--- src/rtl/alu_muldiv.sv ---
// MIPS execute unit: single-cycle ALU ops plus iterative shift-add multiply and restoring divide.
// Define ALU_MULDIV_SIGNED_EN to add signed MULT/DIV (ops 10/11) through a FIXUP state.
module alu_muldiv #(
   parameter int N = 32
) (
   input  logic         clock,
   input  logic         reset,
   input  logic         in_valid,
   output logic         in_ready,
   input  logic [3:0]   op,
   input  logic [N-1:0] inA,
   input  logic [N-1:0] inB,
   output logic         out_valid,
   input  logic         out_ready,
   output logic [N-1:0] result,
   output logic [N-1:0] result_hi,
   output logic         zero,
   output logic         err
);
`ifdef ALU_MULDIV_SIGNED_EN
   typedef enum logic [2:0] {IDLE, MUL, DIV, FIXUP, DONE} state_t;
`else
   typedef enum logic [2:0] {IDLE, MUL, DIV, DONE} state_t;
`endif
   localparam int CW = $clog2(N);

   state_t         state_q, state_d;
   logic [CW-1:0]  cnt_q, cnt_d;
   logic [N-1:0]   hi_q, hi_d, lo_q, lo_d, b_q, b_d;
   logic           div0_q, div0_d;
   logic [N-1:0]   res_q, res_d, res_hi_q, res_hi_d;
   logic           zero_q, zero_d, err_q, err_d;
`ifdef ALU_MULDIV_SIGNED_EN
   logic           sgn_q, sgn_d, neg_q, neg_d, neg_rem_q, neg_rem_d, is_div_q, is_div_d;
   logic [N-1:0]   mag_a, mag_b;
   logic [2*N-1:0] prod_fix;
`endif
   logic           load;
   logic [N-1:0]   alu_res;
   logic           alu_err, iter_mul, iter_div, iter_sgn;
   logic [N:0]     sum, trial;
   logic [2*N-1:0] prod_n;
   logic [N-1:0]   rem_n, quo_n;

   // Multiply keeps {hi,lo} as {partial sum, remaining multiplier}; divide as {remainder, dividend/quotient}.
   assign sum    = {1'b0, hi_q} + {1'b0, (lo_q[0] ? b_q : {N{1'b0}})};
   assign prod_n = {sum, lo_q[N-1:1]};
   assign trial  = {hi_q, lo_q[N-1]} - {1'b0, b_q};
   assign rem_n  = trial[N] ? {hi_q[N-2:0], lo_q[N-1]} : trial[N-1:0];
   assign quo_n  = {lo_q[N-2:0], ~trial[N]};
`ifdef ALU_MULDIV_SIGNED_EN
   assign mag_a    = inA[N-1] ? -inA : inA;
   assign mag_b    = inB[N-1] ? -inB : inB;
   assign prod_fix = neg_q ? -{hi_q, lo_q} : {hi_q, lo_q};
`endif

   assign in_ready  = (state_q == IDLE);
   assign out_valid = (state_q == DONE);
   assign result    = res_q;
   assign result_hi = res_hi_q;
   assign zero      = zero_q;
   assign err       = err_q;

   always_comb begin
      alu_res  = '0;
      alu_err  = 1'b0;
      iter_mul = 1'b0;
      iter_div = 1'b0;
      iter_sgn = 1'b0;
      case (op)
         4'd0:  alu_res = inA & inB;
         4'd1:  alu_res = inA | inB;
         4'd2:  alu_res = inA + inB;
         4'd6:  alu_res = inA - inB;
         4'd7:  alu_res = {{(N-1){1'b0}}, ($signed(inA) < $signed(inB))};
         4'd12: alu_res = ~(inA | inB);
         4'd8:  iter_mul = 1'b1;
         4'd9:  iter_div = 1'b1;
`ifdef ALU_MULDIV_SIGNED_EN
         4'd10: begin iter_mul = 1'b1; iter_sgn = 1'b1; end
         4'd11: begin iter_div = 1'b1; iter_sgn = 1'b1; end
`endif
         default: alu_err = 1'b1;
      endcase
   end

   always_comb begin
      state_d  = state_q;
      cnt_d    = cnt_q;
      hi_d     = hi_q;
      lo_d     = lo_q;
      b_d      = b_q;
      div0_d   = div0_q;
      res_d    = res_q;
      res_hi_d = res_hi_q;
      zero_d   = zero_q;
      err_d    = err_q;
      load     = 1'b0;
`ifdef ALU_MULDIV_SIGNED_EN
      sgn_d     = sgn_q;
      neg_d     = neg_q;
      neg_rem_d = neg_rem_q;
      is_div_d  = is_div_q;
`endif
      case (state_q)
         IDLE: if (in_valid) begin
            cnt_d  = CW'(N-1);
            hi_d   = '0;
            div0_d = 1'b0;
            if (iter_mul) begin
               state_d = MUL;
               lo_d    = inB;
               b_d     = inA;
            end else if (iter_div) begin
               state_d = DIV;
               lo_d    = inA;
               b_d     = inB;
               div0_d  = (inB == '0);
            end else begin
               state_d  = DONE;
               load     = 1'b1;
               res_d    = alu_res;
               res_hi_d = '0;
               err_d    = alu_err;
            end
`ifdef ALU_MULDIV_SIGNED_EN
            sgn_d     = iter_sgn;
            neg_d     = inA[N-1] ^ inB[N-1];
            neg_rem_d = inA[N-1];
            is_div_d  = iter_div;
            if (iter_sgn) begin
               lo_d = iter_mul ? mag_b : mag_a;
               b_d  = iter_mul ? mag_a : mag_b;
            end
`endif
         end
         MUL: begin
            hi_d  = prod_n[2*N-1:N];
            lo_d  = prod_n[N-1:0];
            cnt_d = cnt_q - 1'b1;
            if (cnt_q == '0) begin
`ifdef ALU_MULDIV_SIGNED_EN
               if (sgn_q) state_d = FIXUP; else
`endif
               begin
                  state_d  = DONE;
                  load     = 1'b1;
                  res_d    = prod_n[N-1:0];
                  res_hi_d = prod_n[2*N-1:N];
                  err_d    = 1'b0;
               end
            end
         end
         DIV: begin
            hi_d  = rem_n;
            lo_d  = quo_n;
            cnt_d = cnt_q - 1'b1;
            if (cnt_q == '0) begin
`ifdef ALU_MULDIV_SIGNED_EN
               if (sgn_q) state_d = FIXUP; else
`endif
               begin
                  state_d  = DONE;
                  load     = 1'b1;
                  res_d    = quo_n;
                  res_hi_d = rem_n;
                  err_d    = div0_q;
               end
            end
         end
`ifdef ALU_MULDIV_SIGNED_EN
         // Divide-by-zero keeps the all-ones quotient; the remainder sign-restore then yields inA.
         FIXUP: begin
            state_d = DONE;
            load    = 1'b1;
            if (is_div_q) begin
               res_d    = (neg_q && !div0_q) ? -lo_q : lo_q;
               res_hi_d = neg_rem_q ? -hi_q : hi_q;
               err_d    = div0_q;
            end else begin
               res_d    = prod_fix[N-1:0];
               res_hi_d = prod_fix[2*N-1:N];
               err_d    = 1'b0;
            end
         end
`endif
         DONE: if (out_ready) begin
            state_d = IDLE;
            zero_d  = 1'b0;
            err_d   = 1'b0;
         end
         default: state_d = IDLE;
      endcase
      if (load) zero_d = (res_d == '0);
   end

   always_ff @(posedge clock) begin
      if (reset) begin
         state_q  <= IDLE;
         cnt_q    <= '0;
         hi_q     <= '0;
         lo_q     <= '0;
         b_q      <= '0;
         div0_q   <= 1'b0;
         res_q    <= '0;
         res_hi_q <= '0;
         zero_q   <= 1'b0;
         err_q    <= 1'b0;
`ifdef ALU_MULDIV_SIGNED_EN
         sgn_q     <= 1'b0;
         neg_q     <= 1'b0;
         neg_rem_q <= 1'b0;
         is_div_q  <= 1'b0;
`endif
      end else begin
         state_q  <= state_d;
         cnt_q    <= cnt_d;
         hi_q     <= hi_d;
         lo_q     <= lo_d;
         b_q      <= b_d;
         div0_q   <= div0_d;
         res_q    <= res_d;
         res_hi_q <= res_hi_d;
         zero_q   <= zero_d;
         err_q    <= err_d;
`ifdef ALU_MULDIV_SIGNED_EN
         sgn_q     <= sgn_d;
         neg_q     <= neg_d;
         neg_rem_q <= neg_rem_d;
         is_div_q  <= is_div_d;
`endif
      end
   end
endmodule

--- config.mk ---
export PLATFORM = sky130hd
export DESIGN_NAME = alu_muldiv
export DESIGN_NICKNAME = d
export VERILOG_FILES = /design/src/rtl/alu_muldiv.sv
export SDC_FILE = /design/constraint.sdc
export NUM_CORES = 1
export LEC_CHECK = 0
export BUFFER_PORTS_ARGS = -buffer_cell sky130_fd_sc_hd__buf_2
export CAP_MARGIN = 30
export CORE_AREA = 2 2 204 146
export CTS_CLUSTER_SIZE = 8
export DETAILED_ROUTE_END_ITERATION = 8
export DIE_AREA = 0 0 206 148
export PLACE_DENSITY = 0.81
export SYNTH_ARGS = -nofsm -noshare
export SYNTH_HDL_FRONTEND = slang
export SYNTH_SLANG_ARGS = --single-unit
export TNS_END_PERCENT = 50
--- constraint.sdc ---
create_clock -name clock -period 5.3 [get_ports clock]
set_clock_uncertainty 0.2 [all_clocks]
set_input_delay 0.53 -clock clock [delete_from_list [all_inputs] [get_ports clock]]
set_output_delay 0.53 -clock clock [all_outputs]
set_load 0.05 [all_outputs]
==> metrics.yaml <==
status: "complete, no violations"
avgSynthCellArea_um2: 7.45
pre_cts_ws_ns: -0.0894
post-place-cells: 2815
antenna_found_initial: 3
tightest_slew_ns: 1.06
routed_via_density: 7.01
power_frac_seq_pct: 22.0
place_area_um2: 18800
num-nets-final: 2709
syn_inst: 2336
grt_pass1_wl_mm: 106
cp-end-kind: "register"
grt.total_usage_pct: 45.3
clk_pin_slew_ns: 0.06
clock_latency_ns: 0.46
boundaryPins: 140
rsz0062_at_grt: "false"
dieArea_um2: 30500
pwr-share-clk_pct: 16.8
post-route-drc-count: 0
ys_seq_area_share_pct: 19.6
setup_violations: 0
clock_path_buffers: 2
cts-buffers-inserted: 17
combPwrFrac_pct: 61.3
clock_sinks: 170
wl_per_cell_um: 24.7
fmax_ghz: 0.196
syn_area_um2: 17400
h-tree-depth: 4
synthFlopType: "dfxtp_1"
drv_slew: 0
slowest_stage: "a221oi_1"
root_buffer: "clkbuf_16"
critPathKind: "reg -> reg"
crit_chain: "inv_1 -> ha_1 -> inv_1 -> fa_1 -> a21o_1 -> a221oi_1 -> o21ai_1 -> a21oi_1 -> a21oi_1 -> a2111oi_2 -> o31ai_1 -> xnor2_2 -> buf_12 -> nand2_1 -> o221ai_1 -> a22o_1"
drt_iter0_drc: 3114
cap_violations: 0
min_path_type: "reg -> reg"
p_switching_mw: 3.76
start_util_pct: 61.0
mostFrequentLayoutCells: "nor2_1, a21oi_1, ha_1"
cpPeakStageDelay_ns: 0.61
ys_warn_count: 0
areaGrowthSynthToFinish_pct: 11.6
ctsHoldBuffers: 0
path_buf_inv: 3
num_rows: 52
post_cts_buffers: 0
final_common_cell: "nor2_1"
async_flop_share_pct: 0
grt_pass1_vias: 18209
crit_family: "compound AO/OA/AOI/OAI gates"
setup_tns_ns: 0
synth-seq-cells: 170
wirelength_mm: 70.4
setup_slack_ns: 0.204
dr.pass1.iters: 7
finalHoldViolations: 0
coreArea_um2: 28500
synth_nets: 2589
min_period_ns: 5.10
die_width_um: 206
fin_area_um2: 19400
maxSlewHeadroom_pct: 29.0
p_per_area_nw_per_um2: 385
postCtsResizedCells: 0
overflow: 0
timing.final.crit_share_pct: 96.2
die_h_um: 148
leakagePower_nw: 8.31
irDropWorstVdd_uv: 356
vias: 19952
critPathRequiredTime_ns: 5.50
switching_share_pct: 50.2
fin_cells: 2848
ys_types: 94
grt_max_degree: 77
cts_tree: "done"
start_kind: "register"
gp_congestion: 0.998
intPower_mw: 3.73
ant_nets: 0
arrival_ns: 5.29
crit_fanout: 22
port-buffer-count: 139
synth-edff-count: 0
dp_hpwl_mm: 54.1
final_layout_size_suffix_gt1_share_pct: 13.2
power groups by stage:
stage	Clock [mW]	Combinational, mW	Sequential (mW)
2_1_floorplan	0	2.99	1.71
3_3_place_gp	0	4.26	1.65
3_5_place_dp	0	4.34	1.66
4_1_cts	1.24	4.37	1.63
5_1_grt	1.29	4.85	1.66
6_report	1.26	4.58	1.64
per-layer routing:
metal	wire, µm	vias to the layer above	global-route usage [%]
met3	10500	221	13.3
met1	28700	9299	64.3
met5	0	-	0
met2	28100	1563	64.4
met4	3080	0	16.6
li1	-	8869	-
worst min-delay path: stages (launching register included):
cell and delay, ns:
dfxtp_1 0.33, nand2_1 0.04, o21ai_0 0.06
cells in the mapped netlist (8+ instances only):
cell type	instances	area share [%]
a211o_1	10	0.50
a211oi_1	88	3.8
a21boi_0	8	0.35
a21o_1	48	2.1
a21oi_1	182	5.2
a221o_1	9	0.52
a221oi_1	13	0.65
a22o_1	41	2.1
a22oi_1	70	3.0
a311oi_1	9	0.45
a31oi_1	19	0.68
and2_1	38	1.4
and3_1	15	0.54
buf_2	13	0.37
clkbuf_1	118	2.5
dfxtp_1	170	20
ha_1	177	13
inv_1	162	3.5
mux2i_1	66	3.8
nand2_1	146	3.2
nand2b_1	12	0.43
nand3_1	31	0.89
nand4_1	18	0.65
nor2_1	274	5.9
nor2b_1	32	1.2
nor3_1	47	1.4
nor4_1	17	0.61
nor4b_1	8	0.40
o2111ai_1	15	0.76
o211ai_1	13	0.56
o21a_1	14	0.60
o21ai_0	120	3.5
o21bai_1	21	0.91
o22a_1	12	0.60
o22ai_1	35	1.3
o31ai_1	21	0.91
o32ai_1	8	0.40
or4_1	11	0.47
xnor2_1	53	2.7
xor2_1	20	1.0
worst paths after layout:
path	start	slack, ns	cells after the start	endpoint
hold reg to reg	result_hi[2]	0.27	2	result_hi[2]
hold / removal	result_hi[2]	0.27	2	result_hi[2]
setup reg to reg	lo_q[31]	0.20	16	result_hi[31]
setup / recovery	lo_q[31]	0.20	16	result_hi[31]
kinds of logic (layout without fill, tap and decap cells):
kind of cell	Yosys count	after routing	share of synthesized area, %
mux	68	68	3.93
xor+xnor	73	73	3.68
simple gates	696	696	19.1
flops	170	170	19.6
compound gates	844	844	33.7
buf+inv	304	433	6.85
other cells	0	5	0
fa+ha+maj	181	181	13.2
through the flow:
| stage | hold slack [ns] | power, mW | utilization (%) |
|---|---|---|---|
| finish | 0.266 | 7.48 | 68.1 |
| global route | 0.286 | 7.79 | 68.1 |
| CTS | 0.260 | 7.25 | 68.0 |
| detailed placement | 0.246 | 5.99 | 66.1 |
| global placement | 0.238 | 5.91 | 66.1 |
| floorplan | 0.257 | 4.70 | - |
final cells by class:
| class | count | area (µm²) |
|---|---|---|
| diodes | 5 | 12.5 |
| flip-flops and latches | 170 | 3400 |
| fillers | 2402 | 9080 |
| inverters | 165 | 619 |
| clock buffers | 20 | 457 |
| well taps | 378 | 473 |
| multi-input cells | 1862 | 12900 |
| clock inverters | 8 | 98.8 |
| repair buffers | 240 | 1470 |
sequential cells by signal, indices dropped and copies added, names as in the netlist:
register,count
result_hi,32
div0_q,1
cnt_q,5
err,1
b_q,32
state_q,2
zero,1
result,32
lo_q,32
hi_q,32
Power figures use the tool's default switching activity.
